## src/rtl/traffic_pkg.sv

```systemverilog
`default_nettype none
// +----------------------------------------------------------------------+
// | traffic_pkg: lamp codes, phase encoding and width helpers shared by   |
// | the intersection controller.                                          |
// | Rev 1.0 - initial N-approach release                                  |
// +----------------------------------------------------------------------+
package traffic_pkg;

  localparam logic [1:0] c_LAMP_GREEN  = 2'b00;
  localparam logic [1:0] c_LAMP_YELLOW = 2'b01;
  localparam logic [1:0] c_LAMP_RED    = 2'b10;

  typedef enum logic [1:0] {
    PH_GREEN  = 2'd0,
    PH_YELLOW = 2'd1,
    PH_ALLRED = 2'd2
  } phase_t;

  function automatic int dir_width(input int n);
    return (n <= 2) ? 1 : $clog2(n);
  endfunction

  // Lamp shown by the approach that owns the current cycle.
  function automatic logic [1:0] phase_lamp(input phase_t p);
    case (p)
      PH_GREEN:  return c_LAMP_GREEN;
      PH_YELLOW: return c_LAMP_YELLOW;
      default:   return c_LAMP_RED;
    endcase
  endfunction

endpackage
`default_nettype wire

```

## src/rtl/tl_rr_pick.sv

```systemverilog
`default_nettype none
// +----------------------------------------------------------------------+
// | tl_rr_pick: first pending approach after cur_dir, round-robin order.  |
// | Rev 1.0 - initial release                                             |
// +----------------------------------------------------------------------+
module tl_rr_pick
  import traffic_pkg::*;
#(
  parameter int NUM_DIR = 2
) (
  input  logic [NUM_DIR-1:0]            demand,
  input  logic [dir_width(NUM_DIR)-1:0] cur_dir,
  output logic [dir_width(NUM_DIR)-1:0] next_dir,
  output logic                          any
);

  localparam int DW = dir_width(NUM_DIR);

  logic [DW-1:0] w_idx;

  // Walk from the farthest offset back to the nearest so the nearest wins.
  always_comb begin
    next_dir = cur_dir;
    any      = 1'b0;
    w_idx    = '0;
    for (int k = NUM_DIR - 1; k >= 1; k--) begin
      w_idx = DW'((int'(cur_dir) + k) % NUM_DIR);
      if (demand[w_idx]) begin
        next_dir = w_idx;
        any      = 1'b1;
      end
    end
  end

endmodule
`default_nettype wire

```

## src/rtl/traffic_light_ctrl.sv

```systemverilog
`default_nettype none
// +----------------------------------------------------------------------+
// | traffic_light_ctrl: N-approach signal controller with min/max green,  |
// | round-robin demand service and emergency preemption.                  |
// | Rev 1.0 - initial N-approach release                                  |
// +----------------------------------------------------------------------+
module traffic_light_ctrl
  import traffic_pkg::*;
#(
  parameter int NUM_DIR   = 2,
  parameter int TW        = 8,
  parameter int GREEN_MIN = 4,
  parameter int GREEN_MAX = 16,
  parameter int YELLOW_T  = 2,
  parameter int ALLRED_T  = 1
) (
  input  logic                          clock,
  input  logic                          reset,
  input  logic                          tick,
  input  logic [NUM_DIR-1:0]            sensor,
  input  logic                          preempt,
  input  logic [dir_width(NUM_DIR)-1:0] preempt_dir,
  output logic [2*NUM_DIR-1:0]          lights,
  output logic [dir_width(NUM_DIR)-1:0] cur_dir,
  output logic [1:0]                    phase,
  output logic [NUM_DIR-1:0]            demand
);

  localparam int DW = dir_width(NUM_DIR);

  localparam logic [TW:0] c_GMIN = (TW+1)'(GREEN_MIN);
  localparam logic [TW:0] c_GMAX = (TW+1)'(GREEN_MAX);
  localparam logic [TW:0] c_YEL  = (TW+1)'(YELLOW_T);
  localparam logic [TW:0] c_AR   = (TW+1)'(ALLRED_T);

  phase_t             r_phase, w_phase_nxt;
  logic [TW-1:0]      r_timer, w_timer_nxt;
  logic [DW-1:0]      r_cur, w_cur_nxt;
  logic [NUM_DIR-1:0] r_demand, w_demand_nxt;

  logic [NUM_DIR-1:0] w_cur_mask;
  logic               w_other;
  logic               w_pre;
  logic               w_pre_here;
  logic [TW:0]        w_t1;
  logic [TW-1:0]      w_timer_inc;
  logic [DW-1:0]      w_pick;
  logic               w_any;
  logic [DW-1:0]      w_next_rr;

  tl_rr_pick #(
    .NUM_DIR (NUM_DIR)
  ) u_rr_pick (
    .demand   (r_demand),
    .cur_dir  (r_cur),
    .next_dir (w_pick),
    .any      (w_any)
  );

  assign w_cur_mask  = NUM_DIR'(1) << r_cur;
  assign w_other     = |(r_demand & ~w_cur_mask);
  // Out-of-range preemption targets are ignored entirely.
  assign w_pre       = preempt && (int'(preempt_dir) < NUM_DIR);
  assign w_pre_here  = w_pre && (preempt_dir == r_cur);
  assign w_t1        = {1'b0, r_timer} + (TW+1)'(1);
  assign w_timer_inc = (&r_timer) ? r_timer : r_timer + TW'(1);
  assign w_next_rr   = w_any ? w_pick : DW'((int'(r_cur) + 1) % NUM_DIR);

  always_ff @(posedge clock or posedge reset) begin
    if (reset) begin
      r_phase  <= PH_GREEN;
      r_timer  <= '0;
      r_cur    <= '0;
      r_demand <= '0;
    end else begin
      r_phase  <= w_phase_nxt;
      r_timer  <= w_timer_nxt;
      r_cur    <= w_cur_nxt;
      r_demand <= w_demand_nxt;
    end
  end

  always_comb begin
    w_phase_nxt  = r_phase;
    w_timer_nxt  = r_timer;
    w_cur_nxt    = r_cur;
    w_demand_nxt = r_demand | (sensor & ~w_cur_mask);
    case (r_phase)
      PH_GREEN: begin
        // Preemption is decided before any tick-based evaluation.
        if (w_pre) begin
          if (!w_pre_here) begin
            w_phase_nxt = PH_YELLOW;
            w_timer_nxt = '0;
          end
        end else if (tick) begin
          if (w_other && ((w_t1 >= c_GMAX) ||
                          ((w_t1 >= c_GMIN) && !sensor[r_cur]))) begin
            w_phase_nxt = PH_YELLOW;
            w_timer_nxt = '0;
          end else begin
            w_timer_nxt = w_timer_inc;
          end
        end
      end
      PH_YELLOW: begin
        if (tick) begin
          if (w_t1 == c_YEL) begin
            w_phase_nxt = PH_ALLRED;
            w_timer_nxt = '0;
          end else begin
            w_timer_nxt = w_timer_inc;
          end
        end
      end
      PH_ALLRED: begin
        if (tick) begin
          if (w_t1 == c_AR) begin
            w_phase_nxt  = PH_GREEN;
            w_timer_nxt  = '0;
            w_cur_nxt    = w_pre ? preempt_dir : w_next_rr;
            w_demand_nxt = w_demand_nxt & ~(NUM_DIR'(1) << w_cur_nxt);
          end else begin
            w_timer_nxt = w_timer_inc;
          end
        end
      end
      default: begin
        w_phase_nxt = PH_GREEN;
        w_timer_nxt = '0;
      end
    endcase
  end

  for (genvar i = 0; i < NUM_DIR; i++) begin : g_lamp
    assign lights[2*i+1:2*i] = (r_cur == DW'(i)) ? phase_lamp(r_phase)
                                                 : c_LAMP_RED;
  end

  assign cur_dir = r_cur;
  assign phase   = r_phase;
  assign demand  = r_demand;

endmodule
`default_nettype wire

```

## config.mk

```make
export PLATFORM = sky130hd
export DESIGN_NAME = traffic_light_ctrl
export DESIGN_NICKNAME = d
export VERILOG_FILES = /design/src/rtl/traffic_pkg.sv /design/src/rtl/tl_rr_pick.sv /design/src/rtl/traffic_light_ctrl.sv
export SDC_FILE = /design/constraint.sdc
export NUM_CORES = 1
export LEC_CHECK = 0
export CAP_MARGIN = 10
export CORE_MARGIN = 3
export CORE_UTILIZATION = 50
export CTS_BUF_LIST = sky130_fd_sc_hd__clkbuf_4 sky130_fd_sc_hd__clkbuf_8
export DETAILED_ROUTE_END_ITERATION = 12
export PLACE_DENSITY_LB_ADDON = 0.08
export SYNTH_ARGS = -nofsm -noshare
export SYNTH_HDL_FRONTEND = slang
export SYNTH_SLANG_ARGS = --single-unit
```

## constraint.sdc

```tcl
create_clock -name clock -period 2.6 [get_ports clock]
set_input_delay 0.26 -clock clock [delete_from_list [all_inputs] [get_ports clock]]
set_output_delay 0.26 -clock clock [all_outputs]
set_load 0.03 [all_outputs]
```

==> run metrics, run 1 <==
status=finished clean; RD Place Congestion=0.9395; CTS Sinks=13; net switching power=639.9 uW; sw frac=50.59%; WL final=2360 um; Setup WS pre-CTS=0.2236 ns; FF-to-FF path depth=7; synthesis-stage register bit count=13; r2r startpoint=r_timer[1]; crit-path leading delay family=simple AND/OR/NAND/NOR gates; final setup vio count=0; Comb pwr share=61.2%; top post-synthesis cells by area=dfrtp_1 (33%), a21oi_1 (6.6%), nand2_1 (6.1%), ha_1 (5.1%), o21ai_0 (3.6%); DPL Wire Length=1821 um; worst reg-to-reg setup slack=0.17 ns; port buffer count=15; setup TNS=0 ns; Vias per Instance=6.075; clk_skew=0.002232 ns; FF-to-FF End=r_timer[5]; Post-synth EDFFs=0; fmax=411.3 MHz; Final Cycle Share=93.51%; max-cap violations=0; Synth cell types=43; DR pass1 iterations=4; chip width=50.35 um; sequential area share after synthesis=33.08%; Avg Synthesized Cell Area=8.264 sq um; Hold Crit Class=primary input to async pin; ANT cells=0; worst-path fanout max=8; vias in the first global route=890; total gr overflow=0; Data required, critical path=2.76 ns; asr flop ratio synth=100.0%; CORE AREA=1783 sq um; Final #Nets=147; YS warnings=0; RSZ-0062 raised after global routing=false; CTS tree=done; area delta synth->final=19.47%; GR Util All Layers=21.09%; CTS Buffer Depth=2; H-tree depth=1; Slew headroom=56.45%; CP peak stage delay=0.46 ns; critical path endpoint category=flip-flop; Final Max Tran Viols=0; Final min period=2.431 ns; final hold slack=0.2959 ns; Synth top area share=33.08%; Power Total=1.265 mW; die footprint=2535 sq um; Worst-Skew Late Latency=0.28 ns; Setup Fix Bufs, Post-CTS=0; Buf+Inv Stages, Crit Path=0; commonest non-fill, non-tap cell in the layout=nand2_1; Initial Util=55.16%; first-pass GRT wire length=4133 um; Gate Count Post-Synth=119; Routed wire per std cell=14.75 um; CTS buffer count=3; LEAKAGE=0.4800 nW; CTS root buffer=clkbuf_4; Critical Path Slowest Stage Cell=dfrtp_1; pwr/cell area=1077 nW/um^2; Flop pwr share=27.7%; commonest cells after routing, fill and taps aside=nand2_1 (16), clkdlybuf4s50_1 (15), a21oi_1 (13), dfrtp_1 (13), inv_1 (8); cts hold-fix bufs=0; Synth Flop Type=dfrtp_1; largest net degree at the start of global routing=15; Iteration-0 DRC Markers=15; Rows=15; post-route setup slack=0.1686 ns; CP Cell Sequence=ha_1, or3_1, o31a_1, nor3_1, nand3_1, a211oi_4, nor3_1; area leader, netlist=dfrtp_1; # IOs=16; Pint=624.9 uW; crit start category=flip-flop; post-synth net total=130; Fin. Hold Viols=0; drt drc=0; Slew @ Worst Pin=0.6474 ns; Most Frequent Cell on Critical Path=nor3_1; antenna-violating nets left=0; ratio of cells with drive above 1 in the final layout=11.85%; antenna violations before repair=0; Reg clk slew, reported paths=0.08 ns; Data arrival, critical path=2.59 ns; WS Path Type=flip-flop to flip-flop; clock share of power=11.1%; cell area after synthesis=983.4 sq um; vias post-DR=972; maximum vdd drop=785.0 uV; post-route cell area=1175 sq um; Post-Place Cell Area=1137 sq um; Die Ht=50.35 um
cells by family after synthesis:
logic type / count (synthesis) / synth area share, %
compound gates: 45 / 30.92
xor+xnor: 1 / 0.8907
fa+ha+maj: 4 / 5.089
buf+inv: 13 / 7.379
flops: 13 / 33.08
simple gates: 43 / 22.65
power by group through the flow:
stage | clock (mW) | combinational [mW] | sequential [mW]
floorplan | 0 | 0.519 | 0.349
global placement | 0 | 0.732 | 0.347
detailed placement | 0 | 0.743 | 0.352
CTS | 0.144 | 0.742 | 0.348
global route | 0.153 | 0.836 | 0.362
finish | 0.141 | 0.774 | 0.350
state kept, by name, indices dropped and copies added, names as in the netlist:
| signal | count |
|---|---|
| r_timer | 8 |
| cur_dir | 1 |
| demand | 2 |
| phase | 2 |
cell type report:
class / instances / area (sq um)
clock buffers: 4 / 30.03
inverters: 8 / 30.03
flip-flops and latches: 13 / 325.3
well taps: 25 / 31.28
multi-input cells: 93 / 593.1
fillers: 167 / 608.1
repair buffers: 17 / 165.2
worst max-delay path by stage:
stage                     from          to  slack (ns)  cells after the start
finish              r_timer[1]  r_timer[5]        0.17                      7
global route        r_timer[1]  r_timer[5]        0.03                      7
CTS                 r_timer[1]  r_timer[5]        0.21                      7
detailed placement  r_timer[1]  r_timer[5]        0.22                      7
global placement    r_timer[1]  r_timer[5]        0.32                      7
floorplan           r_timer[0]  r_timer[5]        0.48                      7
repair_timing:
action | CTS | global route
endpoints found under the setup margin | 0 | 2
hold endpoints to repair | 0 | 0
gates resized for setup | 0 | 1
per-layer routing:
metal | vias up | routed length, um | GRT usage, %
met1 | 454 | 1119 | 30.60
li1 | 473 | - | -
met3 | 4 | 178 | 4.154
met4 | 0 | 19 | 5.830
met5 | - | 0 | 0
met2 | 41 | 1042 | 31.74
synth_stat cells, drive strengths merged, types with 2 or more instances:
cell	count
nand2	16
a21oi	13
dfrtp	13
inv	8
o21ai	7
a31oi	5
nor2	5
a211oi	4
buf	4
ha	4
nand3	4
nand4	4
o22ai	3
a31o	2
nor3	2
o211ai	2
or3	2
worst reg2reg max path, delay by kind of cell (launching register included):
| family | cells | cell delay [ns] |
|---|---|---|
| and+or+nand+nor | 4 | 1.03 |
| AOI/OAI and AO/OA | 2 | 0.53 |
| DFF | 1 | 0.46 |
| adders and majority gates | 1 | 0.28 |
per-stage QoR:
stage	util [%]	instances
final	65.89	160
after floorplan	-	119
after global routing	65.89	160
after global placement	63.79	156
after CTS	65.47	160
after detailed placement	63.79	156
No activity file was read; power rests on OpenSTA's default activity.
==> run 2: changes to the inputs <==
--- a/config.mk
+++ b/config.mk
@@ -13,4 +13,5 @@
 export PLACE_DENSITY_LB_ADDON = 0.08
 export SYNTH_ARGS = -nofsm -noshare
 export SYNTH_HDL_FRONTEND = slang
+export SYNTH_HIERARCHICAL = 1
 export SYNTH_SLANG_ARGS = --single-unit
==> run metrics, run 2 <==
Setup Fix Bufs, Post-CTS=0 (unchanged); CTS tree=done; antenna violations before repair=0 (unchanged); Initial Util=54.08% (-1.1 points); Worst Setup EP=r_timer[2]; FF-to-FF End=r_timer[2]; CTS buffer count=3 (unchanged); largest net degree at the start of global routing=15 (unchanged); launch point of the worst path=r_timer[1]; clk_skew=0.002556 ns (+0.0003237 ns); max reg flops=8 (unchanged); cts hold-fix bufs=0 (unchanged); Avg Synthesized Cell Area=9.113 sq um (+10%); WS Path Type=flip-flop to flip-flop; setup TNS=0 ns (unchanged); WL final=2474 um (+4.8%); maximum vdd drop=650.9 uV (-17%); Vias per Instance=5.815 (-4.3%); Top reg by flops=r_timer; final setup vio count=0 (unchanged); ANT cells=0 (unchanged); Final min period=2.408 ns (-0.02360 ns); sequential area share after synthesis=29.75% (-3.3 points); vias in the first global route=928 (+4.3%); Post-Place Cell Area=1259 sq um (+11%); CTS root buffer=clkbuf_4; multi-input logic area=704.4 sq um (+19%); chip width=52.77 um (+4.8%); post-layout util=63.74% (-2.2 points); vias post-DR=942 (-3.1%); asr flop ratio synth=100.0% (unchanged); cell area after synthesis=1094 sq um (+11%); post-route cell area=1289 sq um (+9.7%); Die Ht=52.77 um (+4.8%); total gr overflow=0 (unchanged); most frequent cells after synthesis=dfrtp_1 (13), nand2_1 (13), a21oi_1 (8), inv_1 (8), nor2_1 (8); Final Max Tran Viols=0 (unchanged); fillers=180 (+7.8%); r2r startpoint=r_timer[1]; synthesis-stage register bit count=13 (unchanged); H-tree depth=1 (unchanged); area delta synth->final=17.85%; FF-to-FF path depth=6 (-1); commonest non-fill, non-tap cell in the layout=clkdlybuf4s50_1; Fin. Hold Viols=0 (unchanged); Gate Count Post-Synth=120 (+0.84%); first-pass GRT wire length=4395 um (+6.3%); LEAKAGE=0.5305 nW (+11%); ratio of cells with drive above 1 in the final layout=17.78% (+5.9 points); fmax=415.3 MHz (+0.98%); GR Util All Layers=21.38% (+0.29 points); Slew headroom=67.57% (+11 points); RD Place Congestion=0.9066 (-3.5%); Reg area=325.3 sq um (unchanged); final hold slack=0.3041 ns (+0.008157 ns); port buffer count=15 (unchanged); Final #Nets=147 (unchanged); Power Total=1.261 mW (-0.33%); Worst-Skew Late Latency=0.27 ns (about the same); CTS Sinks=13 (unchanged); Routed wire per std cell=15.27 um (+3.5%); CORE AREA=2022 sq um (+13%); area leader, netlist=dfrtp_1; Synth Flop Type=dfrtp_1; critical path endpoint category=flip-flop; worst reg-to-reg setup slack=0.19 ns (+0.02 ns); pwr/cell area=978.2 nW/um^2 (-9.1%); post-synth net total=131 (+0.77%); DPL Wire Length=1872 um (+2.8%); crit start category=flip-flop; Data arrival, critical path=2.56 ns (-0.03 ns); Final Cycle Share=92.61% (-0.91 points); Synth cell types=48 (+12%); antenna-violating nets left=0 (unchanged); drt drc=0 (unchanged); max-cap violations=0 (unchanged); Synth top area share=29.75% (-3.3 points); Rows=16 (+1); Reg clk slew, reported paths=0.07 ns (about the same); RSZ-0062 raised after global routing=false; # IOs=16 (unchanged); top post-synthesis cells by area=dfrtp_1 (30%), ha_1 (4.6%), nand2_1 (4.5%), a21oi_1 (3.7%), nor3_2 (3.7%); DR pass1 iterations=4 (unchanged); Iteration-0 DRC Markers=23 (+8); die footprint=2784 sq um (+9.8%); PostCTS Resize Cnt=0 (unchanged); Post-synth EDFFs=0 (unchanged); commonest cells after routing, fill and taps aside=clkdlybuf4s50_1 (15), nand2_1 (13), dfrtp_1 (13); worst-path fanout max=11 (+3); Slew @ Worst Pin=0.4858 ns (-0.1615 ns); status=finished clean; CTS Buffer Depth=2 (unchanged); YS warnings=6 (+6); Hold Crit Class=primary input to async pin; Data required, critical path=2.75 ns (about the same)
==> run 2: cell count changes in the layout (fill, tap and decap cells not counted), moves of 3 or more <==
cell	before	now
a211oi_1	3	0
a211oi_2	0	3
a21oi_1	13	8
nand2_1	16	13
nor2_1	5	8
nor3_2	0	4
o21ai_0	7	2
==> run 2: worst min-delay path by stage <==
stage	slack (ns)	end	depth (start not counted)
2_1_floorplan	0.14	cur_dir	1
3_3_place_gp	0.59	demand[1]	2
3_5_place_dp	0.59	demand[1]	2
4_1_cts	0.33	phase[1]	2
5_1_grt	0.34	r_timer[4]	2
6_report	0.30	demand[0]	2
==> run 2: layout make-up <==
cell class	instances	area share, %
Clock buffer	4	2.330
Inverter	8	2.330
Multi-Input combinational cell	93	54.66
Sequential cell	13	25.24
Tap cell	27	2.621
Timing Repair Buffer	17	12.82
==> run 2: cell families after synthesis <==
family | Yosys count | synth area share (%)
buf+inv | 14 | 5.835
flops | 13 | 29.75
simple gates | 48 | 25.75
compound gates | 38 | 31.01
fa+ha+maj | 4 | 4.577
xor+xnor | 1 | 0.8011
mux | 2 | 2.288
==> run 2: critical path, stage by stage, from the launching register on <==
cell and delay (ns):
dfrtp_1 0.49, ha_1 0.48, a41oi_2 0.29, nor3_2 0.34, o22a_2 0.24, nor3b_4 0.35, nor3_2 0.09
==> run 2: routing by layer <==
layer / vias to the layer above / GRT usage [%] / part of all wire [%]
met1: 444 / 29.90 / 50
met3: 4 / 4.558 / 3.0
li1: 478 / - / -
met4: 0 / 5.957 / 0.73
met2: 16 / 32.85 / 47
met5: - / 0 / 0
==> run 2: report_power, final <==
part / internal (mW) / switching, mW / leakage [nW]
combinational: 0.329 / 0.459 / 0.347
clock: 0.0699 / 0.0632 / 0.0184
sequential: 0.244 / 0.0958 / 0.165
==> run 2: per-stage QoR <==
step	std cells	setup slack, ns
6_report	162	0.1922
3_3_place_gp	158	0.3591
4_1_cts	162	0.2308
2_1_floorplan	120	0.4973
3_5_place_dp	158	0.2637
5_1_grt	162	0.04888
==> run 3: changes to the inputs <==
--- a/config.mk
+++ b/config.mk
@@ -9,6 +9,7 @@
 export CORE_MARGIN = 3
 export CORE_UTILIZATION = 50
 export CTS_BUF_LIST = sky130_fd_sc_hd__clkbuf_4 sky130_fd_sc_hd__clkbuf_8
+export CTS_CLUSTER_SIZE = 12
 export DETAILED_ROUTE_END_ITERATION = 12
 export PLACE_DENSITY_LB_ADDON = 0.08
 export SYNTH_ARGS = -nofsm -noshare
==> results of run 3 <==
The final DEF is identical to that of run 2; final timing and power are the same.
